<file path="src/rtl/led_breathe_pwm.sv">
// rtl/led_breathe_pwm.sv - breathing RGB LED PWM with debounced mode/pause buttons
// Optional square-law duty curve when LED_GAMMA_EN is defined.

module btn_debounce #(
    parameter int CYC = 240000
) (
    input  logic clk,
    input  logic resetn,
    input  logic pin,
    output logic press
);
    localparam int CW = (CYC > 1) ? $clog2(CYC) : 1;
    localparam logic [CW-1:0] LAST = CW'(CYC - 1);

    logic          sync_1;
    logic          sync_2;
    logic          db;
    logic [CW-1:0] cnt;

    always_ff @(posedge clk) begin
        if (!resetn) begin
            sync_1 <= 1'b1;
            sync_2 <= 1'b1;
            db     <= 1'b1;
            cnt    <= '0;
        end else begin
            sync_1 <= pin;
            sync_2 <= sync_1;
            if (sync_2 != db) begin
                if (cnt == LAST) begin
                    db  <= sync_2;
                    cnt <= '0;
                end else begin
                    cnt <= cnt + CW'(1);
                end
            end else begin
                cnt <= '0;
            end
        end
    end

    // Pulse on the same cycle the debounced level is accepted as pressed.
    assign press = ~sync_2 & db & (cnt == LAST);
endmodule

module led_breathe_pwm #(
    parameter int PWM_BITS     = 8,
    parameter int STEP_DIV     = 46875,
    parameter int DEBOUNCE_CYC = 240000
) (
    input  logic       XTAL_IN,
    input  logic       RST_N,
    input  logic       BTN_A,
    input  logic       BTN_B,
    output logic       LED_R,
    output logic       LED_G,
    output logic       LED_B,
    output logic [2:0] MODE,
    output logic       PAUSED
);
    localparam int SW = $clog2(STEP_DIV);
    localparam logic [SW-1:0]       STEP_LAST = SW'(STEP_DIV - 1);
    localparam logic [PWM_BITS-1:0] MAX       = '1;
    localparam logic [PWM_BITS-1:0] ONE       = PWM_BITS'(1);

    typedef enum logic [2:0] {
        M_RED   = 3'd0,
        M_GREEN = 3'd1,
        M_BLUE  = 3'd2,
        M_WHITE = 3'd3,
        M_CYCLE = 3'd4
    } mode_t;

    typedef enum logic [1:0] {
        SEL_R = 2'd0,
        SEL_G = 2'd1,
        SEL_B = 2'd2
    } sel_t;

    mode_t               mode;
    sel_t                cyc_sel;
    logic [PWM_BITS-1:0] bright;
    logic [PWM_BITS-1:0] pwm_cnt;
    logic [PWM_BITS-1:0] duty;
    logic [SW-1:0]       step_cnt;
    logic                dir_dn;
    logic                paused;
    logic                step_tick;
    logic                press_a;
    logic                press_b;
    logic                mode_bad;
    logic                chan_on;
    logic                en_r;
    logic                en_g;
    logic                en_b;

    btn_debounce #(.CYC(DEBOUNCE_CYC)) u_db_a (
        .clk(XTAL_IN), .resetn(RST_N), .pin(BTN_A), .press(press_a)
    );

    btn_debounce #(.CYC(DEBOUNCE_CYC)) u_db_b (
        .clk(XTAL_IN), .resetn(RST_N), .pin(BTN_B), .press(press_b)
    );

    assign step_tick = (step_cnt == STEP_LAST);
    assign mode_bad  = (mode > M_CYCLE);

    always_ff @(posedge XTAL_IN) begin
        if (!RST_N) begin
            mode     <= M_RED;
            bright   <= '0;
            dir_dn   <= 1'b0;
            step_cnt <= '0;
            cyc_sel  <= SEL_R;
            paused   <= 1'b0;
        end else begin
            if (press_b)
                paused <= ~paused;

            if (step_tick)
                step_cnt <= '0;
            else
                step_cnt <= step_cnt + SW'(1);

            // Uses the pre-toggle pause value, so a step lands only if we were running.
            if (step_tick && !paused) begin
                if (!dir_dn) begin
                    if (bright == MAX) begin
                        bright <= MAX - ONE;
                        dir_dn <= 1'b1;
                    end else begin
                        bright <= bright + ONE;
                    end
                end else begin
                    if (bright == '0) begin
                        bright <= ONE;
                        dir_dn <= 1'b0;
                        case (cyc_sel)
                            SEL_R:   cyc_sel <= SEL_G;
                            SEL_G:   cyc_sel <= SEL_B;
                            default: cyc_sel <= SEL_R;
                        endcase
                    end else begin
                        bright <= bright - ONE;
                    end
                end
            end

            case (mode)
                M_RED:   if (press_a) mode <= M_GREEN;
                M_GREEN: if (press_a) mode <= M_BLUE;
                M_BLUE:  if (press_a) mode <= M_WHITE;
                M_WHITE: if (press_a) mode <= M_CYCLE;
                M_CYCLE: if (press_a) mode <= M_RED;
                default: mode <= M_RED;
            endcase

            // A mode change restarts the ramp and overrides any step this cycle.
            if (press_a || mode_bad) begin
                bright   <= '0;
                dir_dn   <= 1'b0;
                step_cnt <= '0;
                cyc_sel  <= SEL_R;
            end
        end
    end

    always_ff @(posedge XTAL_IN) begin
        if (!RST_N)
            pwm_cnt <= '0;
        else
            pwm_cnt <= pwm_cnt + ONE;
    end

`ifdef LED_GAMMA_EN
    logic [2*PWM_BITS-1:0] sq;
    assign sq   = {{PWM_BITS{1'b0}}, bright} * {{PWM_BITS{1'b0}}, bright};
    assign duty = PWM_BITS'(sq >> PWM_BITS);
`else
    assign duty = bright;
`endif

    assign chan_on = (pwm_cnt < duty);

    always_comb begin
        en_r = 1'b0;
        en_g = 1'b0;
        en_b = 1'b0;
        case (mode)
            M_RED:   en_r = 1'b1;
            M_GREEN: en_g = 1'b1;
            M_BLUE:  en_b = 1'b1;
            M_WHITE: begin
                en_r = 1'b1;
                en_g = 1'b1;
                en_b = 1'b1;
            end
            M_CYCLE: begin
                en_r = (cyc_sel == SEL_R);
                en_g = (cyc_sel == SEL_G);
                en_b = (cyc_sel == SEL_B);
            end
            default: ;
        endcase
    end

    always_ff @(posedge XTAL_IN) begin
        if (!RST_N) begin
            LED_R <= 1'b1;
            LED_G <= 1'b1;
            LED_B <= 1'b1;
        end else begin
            LED_R <= ~(chan_on & en_r);
            LED_G <= ~(chan_on & en_g);
            LED_B <= ~(chan_on & en_b);
        end
    end

    assign MODE   = mode;
    assign PAUSED = paused;
endmodule

</file>
<file path="config.mk">
export PLATFORM = sky130hd
export DESIGN_NAME = led_breathe_pwm
export DESIGN_NICKNAME = d
export VERILOG_FILES = /design/src/rtl/led_breathe_pwm.sv
export SDC_FILE = /design/constraint.sdc
export NUM_CORES = 1
export LEC_CHECK = 0
export CORE_MARGIN = 3
export CORE_UTILIZATION = 53
export CTS_CLUSTER_SIZE = 14
export DETAILED_ROUTE_END_ITERATION = 8
export PLACE_DENSITY = 0.72
export SLEW_MARGIN = 20
export SYNTH_ARGS = -nofsm -noshare
export SYNTH_HDL_FRONTEND = slang
export SYNTH_HIERARCHICAL = 1
export SYNTH_SLANG_ARGS = --single-unit
export TNS_END_PERCENT = 50
</file>
<file path="constraint.sdc">
create_clock -name XTAL_IN -period 2.9 [get_ports XTAL_IN]
set_input_delay 0.58 -clock XTAL_IN [delete_from_list [all_inputs] [get_ports XTAL_IN]]
set_output_delay 0.58 -clock XTAL_IN [all_outputs]
set_load 0.005 [all_outputs]
</file>
# After elaboration in Yosys (flattened, before gate mapping)

Cells that the tools add are included.
Widths: inputs -> output; s select.

Register bits: 84
Output and inout bits: 7

$add $sub $neg: 6
$lt $le $gt $ge: 2
Eq/ne operators: 17
Muxes and demuxes: 16
Bitwise operators: 16
Reduce and logical (&&, ||, !) cells: 17

Operators with widths:

| cell                  | number |
|---|---|
| $add 18x1->18 const B | 2 |
| $eq 18x18->1 const B  | 2 |
| $mux 8                | 3 |
| $add 16x1->16 const B | 1 |
| $add 8x1->8 const B   | 2 |
| $eq 16x16->1 const B  | 1 |
| $mux 3                | 5 |
| $pmux 3 s5            | 1 |
| $ne 2x2->1 const B    | 5 |
| $not 1->1             | 9 |
| $reduce_or 3->1       | 3 |
| $eq 8x8->1 const B    | 1 |
| $logic_not 8->1       | 1 |
| $lt 8x8->1            | 1 |
| $reduce_or 2->1       | 4 |
| $sub 8x1->8 const B   | 1 |
| $and 1x1->1           | 7 |
| $eq 3x2->1 const B    | 2 |
| $pmux 1 s2            | 3 |
| $reduce_and 5->1      | 1 |
| $pmux 2 s2            | 1 |
| $reduce_and 2->1      | 2 |
| $eq 3x1->1 const B    | 1 |
| $eq 3x3->1 const B    | 1 |
| other kinds (11)      | 14 |

# Logic depth before layout (Yosys ltp)

Word-level depth: 5
Depth in mapped cells: 10
Gate-level depth less buffers: 7

# Modules after synthesis

The synthesis kept the hierarchy.

By module, submodules not included:

| module          | times used | cells an instance | area an instance (sq um) | seq. area each (sq um) |
|---|---|---|---|---|
| led_breathe_pwm | 1          | 265               | 2278.4                   | 840.8 |
| btn_debounce    | 2          | 105               | 974.7                    | 420.4 |

# Worst setup path after synthesis

Ideal clock, no wire load.

Kind: reg-to-reg
From: register u_db_a.cnt[0]
To: register step_cnt[10]
Setup time: 0.128 ns
Arrival time: 2.304 ns
Required time: 2.772 ns
Slack: 0.468 ns
Cell stages (with the launch flop): 11
Clock period less this slack: 2.432 ns
Cell sequence: dfxtp_1 -> ha_1 -> and4_1 -> buf_6 -> nand2_4 -> nor3_1 -> nand3b_1 -> or2_2 -> clkbuf_1 -> clkbuf_1 -> nor2_1

Longest elaborated chain between the ends: 4

Ends and longest elaborated chain:

| what                             | line | text |
|---|---|---|
| from (decl)                      | 18   | `logic [CW-1:0] cnt;` |
| from (signal assigned)           | 34   | `cnt <= cnt + CW'(1);` |
| $eq 18x18->1                     | 43   | `assign press = ~sync_2 & db & (cnt == LAST);` |
| $and 1x1->1                      | 43   |  |
| net press_a                      | 89   | `logic press_a;` |
| $logic_or 1x1->1                 | 159  | `if (press_a \|\| mode_bad) begin` |
| $reduce_or 3->1 (no source line) | -    |  |
| to (signal assigned)             | 123  | `step_cnt <= step_cnt + SW'(1);` |
| to (decl)                        | 85   | `logic [SW-1:0] step_cnt;` |

The timed path passes the listed nets, and every way through them passes these cells.
A chain may end at the register's enable or synchronous reset.

# Final worst setup path

From: register u_db_a.cnt[0]
To: register step_cnt[12]

Same word-level chain as after synthesis.

==> flow_summary.ini <==
[global_routing]
grt_max_degree = 21
grt_ovf = 0
via_count_of_the_first_global_routing_pass = 3067
gr-usage-all-layers_pct = 18.6
antenna_violations_before_repair = 0
grt_pass1_wl_mm = 13.6

[clock_tree]
number_of_sinks_handled_by_clock_tree_synthesis = 84
tritoncts_clock_tree = done
clock_latency_ns = 0.34
htreeDepth = 3
hold_buf_count_cts = 0
post_cts_resized = 0
cts.repair_timing.setup_buffer_count = 0
cts_max_path_buffers = 2
tritoncts.num_buffers = 9
clkSlewWorstSetupHoldPaths_ns = 0.08
clk_root_buffer_cell = sky130_fd_sc_hd__clkbuf_8

[routing]
total_drc_errors_in_the_routed_layout = 0
wl_mm = 7.59
final_antenna_net_count = 0
detailroute.via_count = 3287
wl_per_cell_um = 12.9
detailedRoute.firstPassIterationCount = 4
via_per_inst = 5.61
first_iteration_detailed_routing_drc_count = 101

[critical_path]
crit_path_cell_trace = ha_1, and4_1, nand2_4, nor3_1, nand3b_1, or2_2, nor2_1
path_depth = 7
setup.worst_path.end_class = flip-flop
criticalPathCategory = flip-flop to flip-flop
critPathLaunchType = flip-flop
worstPathMaxFanout = 16
critical_path.reg2reg.endpoint = step_cnt[12]
r2r_setup_slack_ns = 0.52
cp_top_family = simple AND/OR/NAND/NOR gates
timing.critical_path.to = step_cnt[12]
crit_start = u_db_a/cnt[0]
timing.critical_path.required_ns = 3.13
reg2reg_depth = 7
number_of_buffer_and_inverter_stages_on_the_critical_path = 0
critical-path-slowest-cell = sky130_fd_sc_hd__dfxtp_1
timing.critical_path.arrival_ns = 2.61
timing.critical_path.slowest_cell_delay_ns = 0.45
regToRegStartpoint = u_db_a/cnt[0]

[die]
fp.dieH_um = 95.3
core_region_area_um2 = 7490
floorplan.die.width_um = 95.3
row_count = 31
dieArea_um2 = 9080
start_util_pct = 56.5
boundaryPins = 11

[power_and_ir_drop]
power-per-cell-area_nw_per_um2 = 451
power_share_of_the_sequential_group_pct = 56.8
ir_drop_mv = 0.289
internal_power_mw = 1.63
switching_share_pct = 20.9
pwr-share-comb_pct = 2.8
netSwitchingPower_mw = 0.432
power.clock.fraction_pct = 40.4
power.total_mw = 2.07
leakage_nw = 1.62

[yosys]
post_synth_instance_area_um2 = 4230
yosysTopAreaCell = sky130_fd_sc_hd__dfxtp_1
top_post_synthesis_cells_by_area = sky130_fd_sc_hd__dfxtp_1 (40%), sky130_fd_sc_hd__xor2_1 (6.4%), sky130_fd_sc_hd__nor2_1 (5.6%), sky130_fd_sc_hd__ha_1 (5.0%), sky130_fd_sc_hd__xnor2_1 (3.7%)
synth_flop_cell = sky130_fd_sc_hd__dfxtp_1
synth_top_cell_area_share_pct = 39.8
yosys.cell_count.top_type = sky130_fd_sc_hd__dfxtp_1
avgSynthCellArea_um2 = 8.90
synth_cell_types = 57
synth_warnings = 6
async_flop_share_pct = 0
synth-edff-count = 0
ys_seq_elements = 84
synth_fp_nets = 496
synth_instances = 475
synth_top_cells_by_count = sky130_fd_sc_hd__dfxtp_1 (84), sky130_fd_sc_hd__nor2_1 (63), sky130_fd_sc_hd__xor2_1 (31), sky130_fd_sc_hd__nand3_1 (26)
synth_sequential_area_ratio_pct = 39.8

[timing]
min_period_ns = 2.38
timing.clock.skew_ns = 0.00944
slew_headroom_pct = 46.3
final-setup-viol-count = 0
clock.fmax_mhz = 420
tns_ns = 0
hold-worst-slack_ns = 0.416
setup_repair_after_global_routing_missed_its_margin = no
timing.final.ws_setup_ns = 0.516
transition_time_of_the_tightest_slew_check_pin_ns = 0.799
hold_viol = 0
final-max-slew-violation-count = 0
period_share_pct = 82.2

[finish]
share_of_final_layout_standard_cells_stronger_than_drive_strength_1_pct = 9.45
antenna_cells = 0
final_nets = 503
fillCellCount = 647
synthToLayoutAreaGrowth_pct = 8.43

[outcome]
status = finished, final reports clean

[placement]
place.port_buffers = 10
globalplace.congestion = 0.858
post-place-ws_ns = 0.501
dp_hpwl_mm = 5.33

[run]
cap_violations = 0

[hold_path]
hold_class = flip-flop to flip-flop
power by group through the flow:
stage	Combinational (mW)	Sequential, mW	Clock [mW]
3_3_place_gp	0.0564	1.20	0
5_1_grt	0.0674	1.18	0.909
4_1_cts	0.0593	1.17	0.868
2_1_floorplan	0.0395	1.20	0
6_report	0.0580	1.17	0.834
3_5_place_dp	0.0585	1.20	0
metal layers:
layer / part of all wire (%) / vias to the layer above / wire (um) / global-route usage, %
met5: 0 / - / 0 / 0
met4: 1.6 / 0 / 120 / 7.81
met3: 3.6 / 13 / 271 / 3.87
met2: 46 / 54 / 3490 / 30.4
met1: 49 / 1523 / 3710 / 23.8
li1: - / 1697 / - / -
stage by stage:
| stage | util, % | area [um2] | std cells |
|---|---|---|---|
| after floorplan | - | 4230 | 475 |
| after global placement | 58.5 | 4380 | 570 |
| after detailed placement | 58.5 | 4380 | 570 |
| after CTS | 61.2 | 4580 | 586 |
| after global routing | 61.2 | 4580 | 586 |
| final | 61.2 | 4580 | 586 |
how the worst min path moves through the flow:
stage / from / depth (start not counted) / slack [ns] / to
CTS: u_db_b/sync_1 / 1 / 0.42 / u_db_b/sync_2
finish: u_db_b/sync_1 / 1 / 0.42 / u_db_b/sync_2
global route: u_db_b/sync_1 / 1 / 0.44 / u_db_b/sync_2
floorplan: u_db_a/sync_1 / 1 / 0.39 / u_db_a/sync_2
detailed placement: u_db_b/sync_1 / 1 / 0.40 / u_db_b/sync_2
global placement: u_db_a/sync_1 / 1 / 0.40 / u_db_a/sync_2
cell usage in the layout, fill, tap and decap left out, types with 11 or more instances in the layout:
cell,instances
sky130_fd_sc_hd__xor2_1,31
sky130_fd_sc_hd__nor3_1,11
sky130_fd_sc_hd__o21ai_0,13
sky130_fd_sc_hd__nand3_1,26
sky130_fd_sc_hd__ha_1,17
sky130_fd_sc_hd__a21oi_1,12
sky130_fd_sc_hd__xnor2_1,18
sky130_fd_sc_hd__and2_1,11
sky130_fd_sc_hd__nand4_1,22
sky130_fd_sc_hd__and3_1,11
sky130_fd_sc_hd__clkbuf_8,11
sky130_fd_sc_hd__dfxtp_1,84
sky130_fd_sc_hd__nor2_1,63
sky130_fd_sc_hd__nand2_1,22
sky130_fd_sc_hd__inv_1,21
registers in the layout (all words and copies together) (netlist names), 2 cells and up:
name,count
pwm_cnt,8
u_db_b/cnt,18
cyc_sel,2
bright,8
step_cnt,16
MODE,3
u_db_a/cnt,18
layout make-up:
type                       count  area (um2)  area share [%]
clock buffer                  12         155            3.38
clock inverter                 4        47.5            1.04
inverter                      21        78.8            1.72
multi-input combinational    354        2380            52.0
sequential                    84        1680            36.7
tap                           99         124            2.70
timing repair buffer          12         115            2.51
kinds of logic after synthesis:
| family | share of synthesized area, % |
|---|---|
| adder cells (fa/ha/maj) | 5.03 |
| buffers and inverters | 3.88 |
| AND/OR/NAND/NOR | 31.1 |
| XOR/XNOR | 10.2 |
| AO/OA/AOI/OAI | 9.12 |
| multiplexers | 0.977 |
| flip-flops | 39.8 |
worst register-to-register path, stage by stage (launching register included):
cell and delay [ns]:
sky130_fd_sc_hd__dfxtp_1 0.45, sky130_fd_sc_hd__ha_1 0.25, sky130_fd_sc_hd__and4_1 0.35, sky130_fd_sc_hd__nand2_4 0.12, sky130_fd_sc_hd__nor3_1 0.46, sky130_fd_sc_hd__nand3b_1 0.24, sky130_fd_sc_hd__or2_2 0.32, sky130_fd_sc_hd__nor2_1 0.09
Note: power is estimated with default switching activity, not from simulation.
